## src/rtl/sr_latch_ctrl.sv

```systemverilog
// SR latch sequencing controller: two requesters share one external latch,
// with S/R never both high, fixed-width pulses and a dead gap between them.
module sr_latch_ctrl #(
    parameter int unsigned PULSE_CYC = 2,
    parameter int unsigned GAP_CYC   = 1
) (
    input  logic clk,
    input  logic rst,
    input  logic a_valid,
    input  logic a_op,
    output logic a_ready,
    input  logic b_valid,
    input  logic b_op,
    output logic b_ready,
    output logic s_out,
    output logic r_out,
    output logic q_state,
    output logic busy,
    output logic done,
    output logic last_b
);

    typedef enum logic [1:0] {
        INIT,
        PULSE,
        GAP,
        IDLE
    } state_t;

    localparam logic [3:0] PULSE_LD = 4'(PULSE_CYC - 1);
    localparam logic [3:0] GAP_LD   = 4'(GAP_CYC - 1);

    state_t     state_q, state_d;
    logic [3:0] cnt_q, cnt_d;
    logic       q_state_q, q_state_d;
    logic       last_b_q, last_b_d;
    logic       done_q, done_d;
    logic       op_r_q, op_r_d;
    logic       from_pulse_q, from_pulse_d;

    logic grant_a;
    logic grant_b;
    logic accept;
    logic sel_op;

    // Round-robin arbitration, only offered while idle
    always_comb begin
        grant_a = a_valid & (~b_valid | last_b_q);
        grant_b = b_valid & (~a_valid | ~last_b_q);
        a_ready = (state_q == IDLE) & grant_a;
        b_ready = (state_q == IDLE) & grant_b;
        accept  = a_ready | b_ready;
        sel_op  = a_ready ? a_op : b_op;
    end

    // Next-state, counter and tracked-latch logic
    always_comb begin
        state_d      = state_q;
        cnt_d        = cnt_q;
        q_state_d    = q_state_q;
        last_b_d     = last_b_q;
        done_d       = 1'b0;
        op_r_d       = op_r_q;
        from_pulse_d = from_pulse_q;
        unique case (state_q)
            INIT: begin
                if (cnt_q == 4'd0) begin
                    state_d      = GAP;
                    cnt_d        = GAP_LD;
                    from_pulse_d = 1'b0;
                end else begin
                    cnt_d = cnt_q - 4'd1;
                end
            end
            PULSE: begin
                if (cnt_q == 4'd0) begin
                    q_state_d    = op_r_q;
                    state_d      = GAP;
                    cnt_d        = GAP_LD;
                    from_pulse_d = 1'b1;
                end else begin
                    cnt_d = cnt_q - 4'd1;
                end
            end
            GAP: begin
                if (cnt_q == 4'd0) begin
                    state_d = IDLE;
                    done_d  = from_pulse_q;
                end else begin
                    cnt_d = cnt_q - 4'd1;
                end
            end
            IDLE: begin
                if (accept) begin
                    last_b_d = b_ready;
                    if (sel_op == q_state_q) begin
                        done_d = 1'b1;
                    end else begin
                        op_r_d  = sel_op;
                        state_d = PULSE;
                        cnt_d   = PULSE_LD;
                    end
                end
            end
            default: begin
                state_d = INIT;
                cnt_d   = PULSE_LD;
            end
        endcase
    end

    // State registers; reset parks in INIT so the latch is actively cleared
    always_ff @(posedge clk) begin
        if (rst) begin
            state_q      <= INIT;
            cnt_q        <= PULSE_LD;
            q_state_q    <= 1'b0;
            last_b_q     <= 1'b1;
            done_q       <= 1'b0;
            op_r_q       <= 1'b0;
            from_pulse_q <= 1'b0;
        end else begin
            state_q      <= state_d;
            cnt_q        <= cnt_d;
            q_state_q    <= q_state_d;
            last_b_q     <= last_b_d;
            done_q       <= done_d;
            op_r_q       <= op_r_d;
            from_pulse_q <= from_pulse_d;
        end
    end

    // Moore outputs decoded from registered state only
    always_comb begin
        s_out   = (state_q == PULSE) & op_r_q;
        r_out   = (state_q == INIT) | ((state_q == PULSE) & ~op_r_q);
        busy    = (state_q != IDLE);
        done    = done_q;
        q_state = q_state_q;
        last_b  = last_b_q;
    end

endmodule
```

## config.mk

```make
export PLATFORM = sky130hd
export DESIGN_NAME = sr_latch_ctrl
export DESIGN_NICKNAME = d
export VERILOG_FILES = /design/src/rtl/sr_latch_ctrl.sv
export SDC_FILE = /design/constraint.sdc
export NUM_CORES = 1
export LEC_CHECK = 0
export CORE_UTILIZATION = 45
export CTS_BUF_LIST = sky130_fd_sc_hd__clkbuf_8
export DETAILED_ROUTE_END_ITERATION = 7
export PLACE_DENSITY = 0.84
export SETUP_SLACK_MARGIN = 0.5
export SLEW_MARGIN = 20
export SYNTH_ARGS = -nofsm -noshare
export SYNTH_HDL_FRONTEND = slang
export SYNTH_SLANG_ARGS = --single-unit
```

## constraint.sdc

```tcl
create_clock -name clk -period 1.65 [get_ports clk]
set_input_delay 0.33 -clock clk [delete_from_list [all_inputs] [get_ports clk]]
set_output_delay 0.33 -clock clk [all_outputs]
set_load 0.05 [all_outputs]
```

==> metrics.md, run 1 <==
| Metric | Value |
|---|---|
| Status | `aborted with a tool error` |
| Last stage | `5_1_grt` |
| Stop err | `[ERROR DPL-0038] Utilization greater than 100%, impossible to legalize` |
| Placer congestion estimate | `0.8263` |
| Synthesized Nets | `91` |
| GRT worst endpoint | `a_ready` |
| Synth unique cells | `33` |
| CTS buffer count | `3` |
| DP HPWL | `1159 µm` |
| Primary FF master, synth | `dfxtp_1` |
| Cell Area, Synth | `around 650 µm²` |
| Mean area per synthesized cell | `a little under 8 µm²` |
| Max Root-Sink Buffers | `2` |
| Seq/Total Area, Yosys | `0.3372` |
| CTS Hold Bufs | `0` |
| Asr flop ratio synth | `0` |
| FP Rows | `13` |
| Warnings, synthesis | `0` |
| I/O pins | `14` |
| Seq cells post-synth | `11` |
| EDFF count, synth | `0` |
| Clock sinks | `11` |
| Root Buffer | `clkbuf_8` |
| I/O Buffers | `13` |
| Initial core utilization | `0.4957` |
| Largest net degree at the start of global routing | `11` |
| Cell Area, Placed | `978.4 µm²` |
| # H-tree levels | `1` |
| WEP type | `primary output` |
| Chip width | `roughly 40 µm` |
| Cell count after synthesis | `83` |
| Die height | `40.10 µm` |
## stage by stage
step | instances | setup WS (ns)
floorplan | 83 | -0.09426
global placement | 121 | -0.3448
CTS | 134 | -0.08589
detailed placement | 121 | -0.3814
## Yosys cell counts, types with 2 or more instances
master / n / area share
a21oi_1: 11 / 0.084
dfxtp_1: 11 / 0.34
nand2_1: 10 / 0.057
nor2_1: 8 / 0.046
inv_1: 4 / 0.023
a211oi_1: 3 / 0.034
o21ai_0: 3 / 0.023
a211o_1: 2 / 0.027
a22oi_1: 2 / 0.023
clkbuf_1: 2 / 0.011
ha_1: 2 / 0.038
nand2b_1: 2 / 0.019
o21ai_1: 2 / 0.015
o31ai_1: 2 / 0.023
## cell families after synthesis
| group | synth area share |
|---|---|
| AO/OA/AOI/OAI | 0.2893 |
| adder cells (fa/ha/maj) | 0.03831 |
| buffers and inverters | 0.06512 |
| flip-flops | 0.3372 |
| multiplexers | 0.02298 |
| AND/OR/NAND/NOR | 0.2471 |
## repair_timing
| item | in CTS |
|---|---|
| pin swaps | 17 |
| setup buffers | 9 |
| endpoints found under the hold margin | 0 |
| setup endpoints to repair | 16 |
| resized for setup | 37 |
==> run 2: changes to the inputs <==
==> config.mk (replaced) <==
export PLATFORM = sky130hd
export DESIGN_NAME = sr_latch_ctrl
export DESIGN_NICKNAME = d
export VERILOG_FILES = /design/src/rtl/sr_latch_ctrl.sv
export SDC_FILE = /design/constraint.sdc
export NUM_CORES = 1
export LEC_CHECK = 0
export CORE_AREA = 2 2 63 65
export DETAILED_ROUTE_END_ITERATION = 7
export DIE_AREA = 0 0 65 67
export PLACE_DENSITY_LB_ADDON = 0.15
export SLEW_MARGIN = 20
export SYNTH_ARGS = -nofsm -noshare
export SYNTH_HDL_FRONTEND = slang
export SYNTH_SLANG_ARGS = --single-unit
==> constraint.sdc (replaced) <==
create_clock -name clk -period 2.1 [get_ports clk]
set_input_delay 0.42 -clock clk [delete_from_list [all_inputs] [get_ports clk]]
set_output_delay 0.42 -clock clk [all_outputs]
set_load 0.05 [all_outputs]
==> metrics.md, run 2 <==
| Metric | Value |
|---|---|
| Setup Buffers After CTS | `0 (-9)` |
| Slew Limit Fails | `0` |
| CTS tree | `yes` |
| I/O Buffers | `13 (unchanged)` |
| DP HPWL | `1373 µm (+18%)` |
| Rel. slew slack | `0.6652` |
| Fin cells | `158` |
| Placed cell count | `154 (+27%)` |
| Root Buffer | `clkbuf_8` |
| DR vias/cell | `4.437` |
| Die height | `67 µm (+67%)` |
| Crit path to | `a_ready` |
| Wirelength per Cell | `11.45 µm` |
| Warnings, synthesis | `0 (unchanged)` |
| Worst Setup SP | `a_valid` |
| Placer congestion estimate | `0.7451 (-9.8%)` |
| Largest net degree at the start of global routing | `11` |
| R2R depth | `7` |
| Fillcell total | `390` |
| Starting DRC count in detailed routing | `45` |
| Cell Chain, Critical Path | `clkdlybuf4s50_1 > clkinv_1 > or3_4 > clkinv_2 > buf_12` |
| Most common cell after layout, fill and taps aside | `buf_4` |
| Max FFs per register | `4` |
| Detail Route Antenna Nets | `0` |
| Yosys top cell by area | `dfxtp_1` |
| NetSw | `0.4085 mW` |
| Gate power share | `0.483` |
| WL final | `between 1500 and 2000 µm` |
| Cell count after synthesis | `83 (unchanged)` |
| Final min period | `between 2 and 2.5 ns` |
| Resized cells post-CTS | `0 (-100%)` |
| RR Endpoint | `cnt_q[2]` |
| Area of the multi-input gates | `395.4 µm²` |
| Met1 WL | `902 µm` |
| Power Dens Cells | `1028 nW/µm²` |
| Int Power | `0.6039 mW` |
| ANT cells | `0` |
| Max FO, Critical Path | `2` |
| Die area | `between 4000 and 5000 µm²` |
| Vias in the first global route | `674` |
| Endpoints failing hold | `0` |
| Asr flop ratio synth | `0 (unchanged)` |
| Seq cells post-synth | `11 (unchanged)` |
| # H-tree levels | `1 (unchanged)` |
| Period utilization | `0.9604` |
| DRC Markers | `0` |
| Least-Margin Pin Slew | `around 0.5 ns` |
| Most frequent cells in the layout | `16 x buf_4, 11 x a21oi_1, 11 x dfxtp_1` |
| Crit path max-delay cell type | `clkdlybuf4s50_1` |
| Worst min path class | `reg2reg` |
| EDFF count, synth | `0 (unchanged)` |
| Max Root-Sink Buffers | `2 (unchanged)` |
| CP Capture Type | `output pin` |
| Congestion Overflow GR | `0` |
| Setup WS pre-CTS | `-0.02370 ns (+0.3577 ns)` |
| Largest Register | `cnt_q` |
| Worst path max stage delay | `0.48 ns` |
| Core region area | `3606 µm²` |
| Final net count | `119` |
| WL met3 | `89 µm` |
| Layout area overhead | `50.77%` |
| CTS Hold Bufs | `0 (unchanged)` |
| Primary FF master, synth | `dfxtp_1` |
| Seq/Total Area, Yosys | `0.3372 (unchanged)` |
| Sequential share of power | `0.297` |
| CTS buffer count | `3 (unchanged)` |
| Total Power | `1.012 mW` |
| Yosys top cell area share | `0.3372 (unchanged)` |
| Worst-path clk slew | `around 0.050 ns` |
| Switching Share | `0.4035` |
| Worst EP required | `1.68 ns` |
| First-pass GRT wire length | `roughly 3000 µm` |
| Setup Viol. Count Final | `0` |
| Design area | `between 900 and 1000 µm²` |
| Via count | `701` |
| Clock skew | `0.0005614 ns` |
| CP Data Arrival Time | `1.60 ns` |
| Mean area per synthesized cell | `7.869 µm² (unchanged)` |
| Core Util, Final | `0.2731` |
| Cell Area, Placed | `939.7 µm² (-4.0%)` |
| Chip width | `65 µm (+62%)` |
| Synth unique cells | `33 (unchanged)` |
| Top cells by area, synth | `dfxtp_1 34%, a21oi_1 8.4%, nand2_1 5.7%, nor2_1 4.6%, ha_1 3.8%` |
| WL met2 | `about 770 µm` |
| Max_cap viols | `0` |
| Reg2Reg Setup Slack | `0.31 ns` |
| Initial core utilization | `0.1811 (-0.3146)` |
| Post-synth top cells | `11 x a21oi_1, 11 x dfxtp_1, 10 x nand2_1, 8 x nor2_1, 4 x inv_1` |
| Leak pwr | `0.3998 nW` |
| Layout cell share with drive strength beyond 1 | `0.2455` |
| Clock sinks | `11 (unchanged)` |
| Kind of critical path | `in2out` |
| Storage cell area | `between 200 and 250 µm²` |
| Clock Power Share | `0.220` |
| RSZ-0062 raised after global routing | `false` |
| FP Rows | `22 (+9)` |
| Startpoint types | `primary input` |
| Tot GR Track Use | `0.09243` |
| Max frequency | `between 400 and 500 MHz` |
| DR top layer | `met4` |
| I/O pins | `14 (unchanged)` |
| Synthesized Nets | `91 (unchanged)` |
| Initial antenna violation count | `0` |
| Largest regs | `cnt_q: 4 flops, state_q: 2 flops` |
| Setup slack after layout | `just over 0.08 ns` |
| Worst reg2reg path startpoint | `cnt_q[1]` |
| Peak supply drop | `0.2331 mV` |
| Status | `completed` |
| Hold_ws | `0.4771 ns` |
| TNS Setup | `0 ns` |
| DR pass1 iterations | `4` |
| Cell Area, Synth | `653.1 µm² (unchanged)` |
| Clk_lat worst skew | `0.24 ns` |
[run 2: cell counts after synthesis]
No cell type changed its count.
[run 2: layout make-up]
class,count,area share
Clock buffer,4,0.04574
Multi-Input combinational cell,63,0.4015
Tap cell,48,0.06099
Inverter,6,0.02414
Sequential cell,11,0.2236
Timing Repair Buffer,26,0.2440
[run 2: worst max-delay path, delay by kind of cell]
| family | cells | cell delay [ns] |
|---|---|---|
| and+or+nand+nor | 1 | 0.40 |
| buffers and inverters | 4 | 0.77 |
[run 2: cell families (layout without fill, tap and decap cells)]
group           Yosys count  in the layout  share of synthesized area
compound gates           30             30                     0.2893
fa+ha+maj                 2              2                    0.03831
buf+inv                   9             36                    0.06512
flops                    11             11                     0.3372
mux                       1              1                    0.02298
simple gates             30             30                     0.2471
[run 2: power by group through the flow]
stage	sequential (mW)	clock (mW)	combinational [mW]
CTS	0.299	0.229	0.494
detailed placement	0.304	0	0.492
global placement	0.304	0	0.498
floorplan	0.295	0	0.337
global route	0.306	0.235	0.551
finish	0.300	0.223	0.489
[run 2: how the worst min path moves through the flow]
stage            startpoint           end  slack [ns]  cells past startpoint
2_1_floorplan  from_pulse_q          done        0.45                      2
3_3_place_gp   from_pulse_q  from_pulse_q        0.47                      2
3_5_place_dp   from_pulse_q          done        0.47                      2
4_1_cts        from_pulse_q          done        0.48                      2
5_1_grt        from_pulse_q          done        0.50                      2
6_report       from_pulse_q          done        0.48                      2
[run 2: layer usage]
metal / vias to the layer above / track usage
li1: 351 / -
met1: 321 / 0.1207
met2: 25 / 0.1392
met3: 4 / 0.01858
met4: 0 / 0.05585
met5: - / 0
(Power assumes the default switching activity.)
==> run 3: changes to the inputs <==
--- a/config.mk
+++ b/config.mk
@@ -8,7 +8,7 @@
 export CORE_AREA = 2 2 63 65
 export DETAILED_ROUTE_END_ITERATION = 7
 export DIE_AREA = 0 0 65 67
-export PLACE_DENSITY_LB_ADDON = 0.15
+export GPL_TIMING_DRIVEN = 0
 export SLEW_MARGIN = 20
 export SYNTH_ARGS = -nofsm -noshare
 export SYNTH_HDL_FRONTEND = slang
==> metrics.md, run 3 (synthesis gave the netlist of run 2 again) <==
| Metric | Value |
|---|---|
| Status | `completed` |
| Rel. slew slack | `0.6592 (-0.006005)` |
| RSZ-0062 raised after global routing | `false` |
| Design area | `892.1 µm² (-9.4%)` |
| I/O pins | `14 (unchanged)` |
| Max frequency | `486.0 MHz (-2.0%)` |
| Setup Viol. Count Final | `0 (unchanged)` |
| I/O Buffers | `13 (unchanged)` |
| Slew Limit Fails | `0 (unchanged)` |
| Initial antenna violation count | `0 (unchanged)` |
| Startpoint types | `primary input` |
| DR pass1 iterations | `4 (unchanged)` |
| Worst-path clk slew | `0.05 ns (about the same)` |
| Leak pwr | `0.3426 nW (-14%)` |
| Layout cell share with drive strength beyond 1 | `0.1200 (-0.1255)` |
| Via count | `667 (-4.9%)` |
| Largest Register | `cnt_q` |
| Clock sinks | `11 (unchanged)` |
| Max Root-Sink Buffers | `2 (unchanged)` |
| Worst min path class | `reg2reg` |
| Max_cap viols | `0 (unchanged)` |
| Die height | `67 µm (unchanged)` |
| CTS buffer count | `3 (unchanged)` |
| Power Dens Cells | `1057 nW/µm² (+2.8%)` |
| Root Buffer | `clkbuf_8` |
| Layout area overhead | `36.59%` |
| Cell Area, Placed | `848.3 µm² (-9.7%)` |
| Wirelength per Cell | `11.22 µm (-2.0%)` |
| CP Data Arrival Time | `1.64 ns (+0.04 ns)` |
| Core Util, Final | `0.2474 (-0.02568)` |
| Die area | `4355 µm² (unchanged)` |
| Max FO, Critical Path | `3 (+1)` |
| Worst EP required | `1.68 ns (about the same)` |
| Clock skew | `0.004341 ns (+0.003780 ns)` |
| Kind of critical path | `in2out` |
| DR vias/cell | `4.507 (+1.6%)` |
| Core region area | `3606 µm² (unchanged)` |
| Final net count | `109 (-8.4%)` |
| Initial core utilization | `0.1811 (unchanged)` |
| Largest regs | `cnt_q: 4 flops, state_q: 2 flops` |
| Final min period | `2.058 ns (+0.04077 ns)` |
| Clk_lat worst skew | `0.24 ns (about the same)` |
| CTS tree | `yes` |
| Chip width | `65 µm (unchanged)` |
| Starting DRC count in detailed routing | `24 (-47%)` |
| Placer congestion estimate | `0.7025 (-5.7%)` |
| ANT cells | `0 (unchanged)` |
| Endpoints failing hold | `0 (unchanged)` |
| CP Capture Type | `output pin` |
| Max FFs per register | `4 (unchanged)` |
| Fillcell total | `385 (-1.3%)` |
| Least-Margin Pin Slew | `0.5096 ns (+0.008979 ns)` |
| Detail Route Antenna Nets | `0 (unchanged)` |
| Vias in the first global route | `666 (-1.2%)` |
| DRC Markers | `0 (unchanged)` |
| Largest net degree at the start of global routing | `11 (unchanged)` |
| Peak supply drop | `0.3541 mV (+52%)` |
| Congestion Overflow GR | `0 (unchanged)` |
| # H-tree levels | `1 (unchanged)` |
| Most frequent cells in the layout | `11 x a21oi_1, 11 x dfxtp_1, 10 x nand2_1` |
| TNS Setup | `0 ns (unchanged)` |
| WL final | `1661 µm (-8.2%)` |
| DP HPWL | `1282 µm (-6.6%)` |
| Tot GR Track Use | `0.08455 (-0.007882)` |
| FP Rows | `22 (unchanged)` |
| Period utilization | `0.9798 (+0.01942)` |
| First-pass GRT wire length | `2932 µm (-4.3%)` |
[run 3: final cells by class]
| class | count | area [µm²] | share of cell area |
|---|---|---|---|
| inverters | 6 | 23.77 | 0.02665 |
| clock buffers | 4 | 45.04 | 0.05049 |
| flip-flops and latches | 11 | 220.2 | 0.2468 |
| repair buffers | 13 | 128.9 | 0.1445 |
| well taps | 48 | 60.06 | 0.06732 |
| plain buffers | 3 | 18.77 | 0.02104 |
| multi-input cells | 63 | 395.4 | 0.4432 |
[run 3: worst max-delay path, stage by stage]
cell and delay [ns]:
clkdlybuf4s50_1 0.44, and2b_1 0.20, or3_4 0.34, clkinv_2 0.08, buf_6 0.15
[run 3: layer usage]
| layer | wire [µm] | track usage | vias to the layer above |
|---|---|---|---|
| met5 | 0 | 0 | - |
| met2 | 796 | 0.1482 | 19 |
| met1 | 783 | 0.1084 | 314 |
| li1 | - | - | 332 |
| met3 | 70 | 0.01520 | 2 |
| met4 | 11 | 0.01596 | 0 |
[run 3: path summary, 6_finish.rpt]
path                     start       end  slack (ns)  cells after the start
setup / recovery       b_valid   a_ready        0.04                      5
setup reg to reg      cnt_q[0]  cnt_q[2]        0.28                      7
hold / removal    from_pulse_q      done        0.48                      2
hold reg to reg   from_pulse_q      done        0.48                      2
[run 3: where the power goes]
group	total (mW)	switching (mW)	leakage [nW]	internal, mW
Combinational	0.435	0.272	0.230	0.163
Sequential	0.295	0.0372	0.0898	0.257
Clock	0.213	0.0797	0.0228	0.133
[run 3: timing repair]
item	4_1_cts	5_1_grt
gates resized for setup	12	1
hold buffers	0	0
endpoints found under the setup margin	4	1
setup buffers	0	0
pin swaps	0	0
[run 3: metrics by stage]
stage | hold slack (ns) | total power, mW | worst slack [ns] | std cells
6_report | 0.4837 | 0.9428 | 0.04234 | 148
5_1_grt | 0.5042 | 1.029 | 0.007093 | 148
4_1_cts | 0.4823 | 0.9458 | 0.008137 | 148
3_5_place_dp | 0.4714 | 0.7379 | -0.7067 | 144
3_3_place_gp | 0.4698 | 0.7211 | -0.6714 | 144
2_1_floorplan | 0.4523 | 0.6312 | 0.01675 | 83
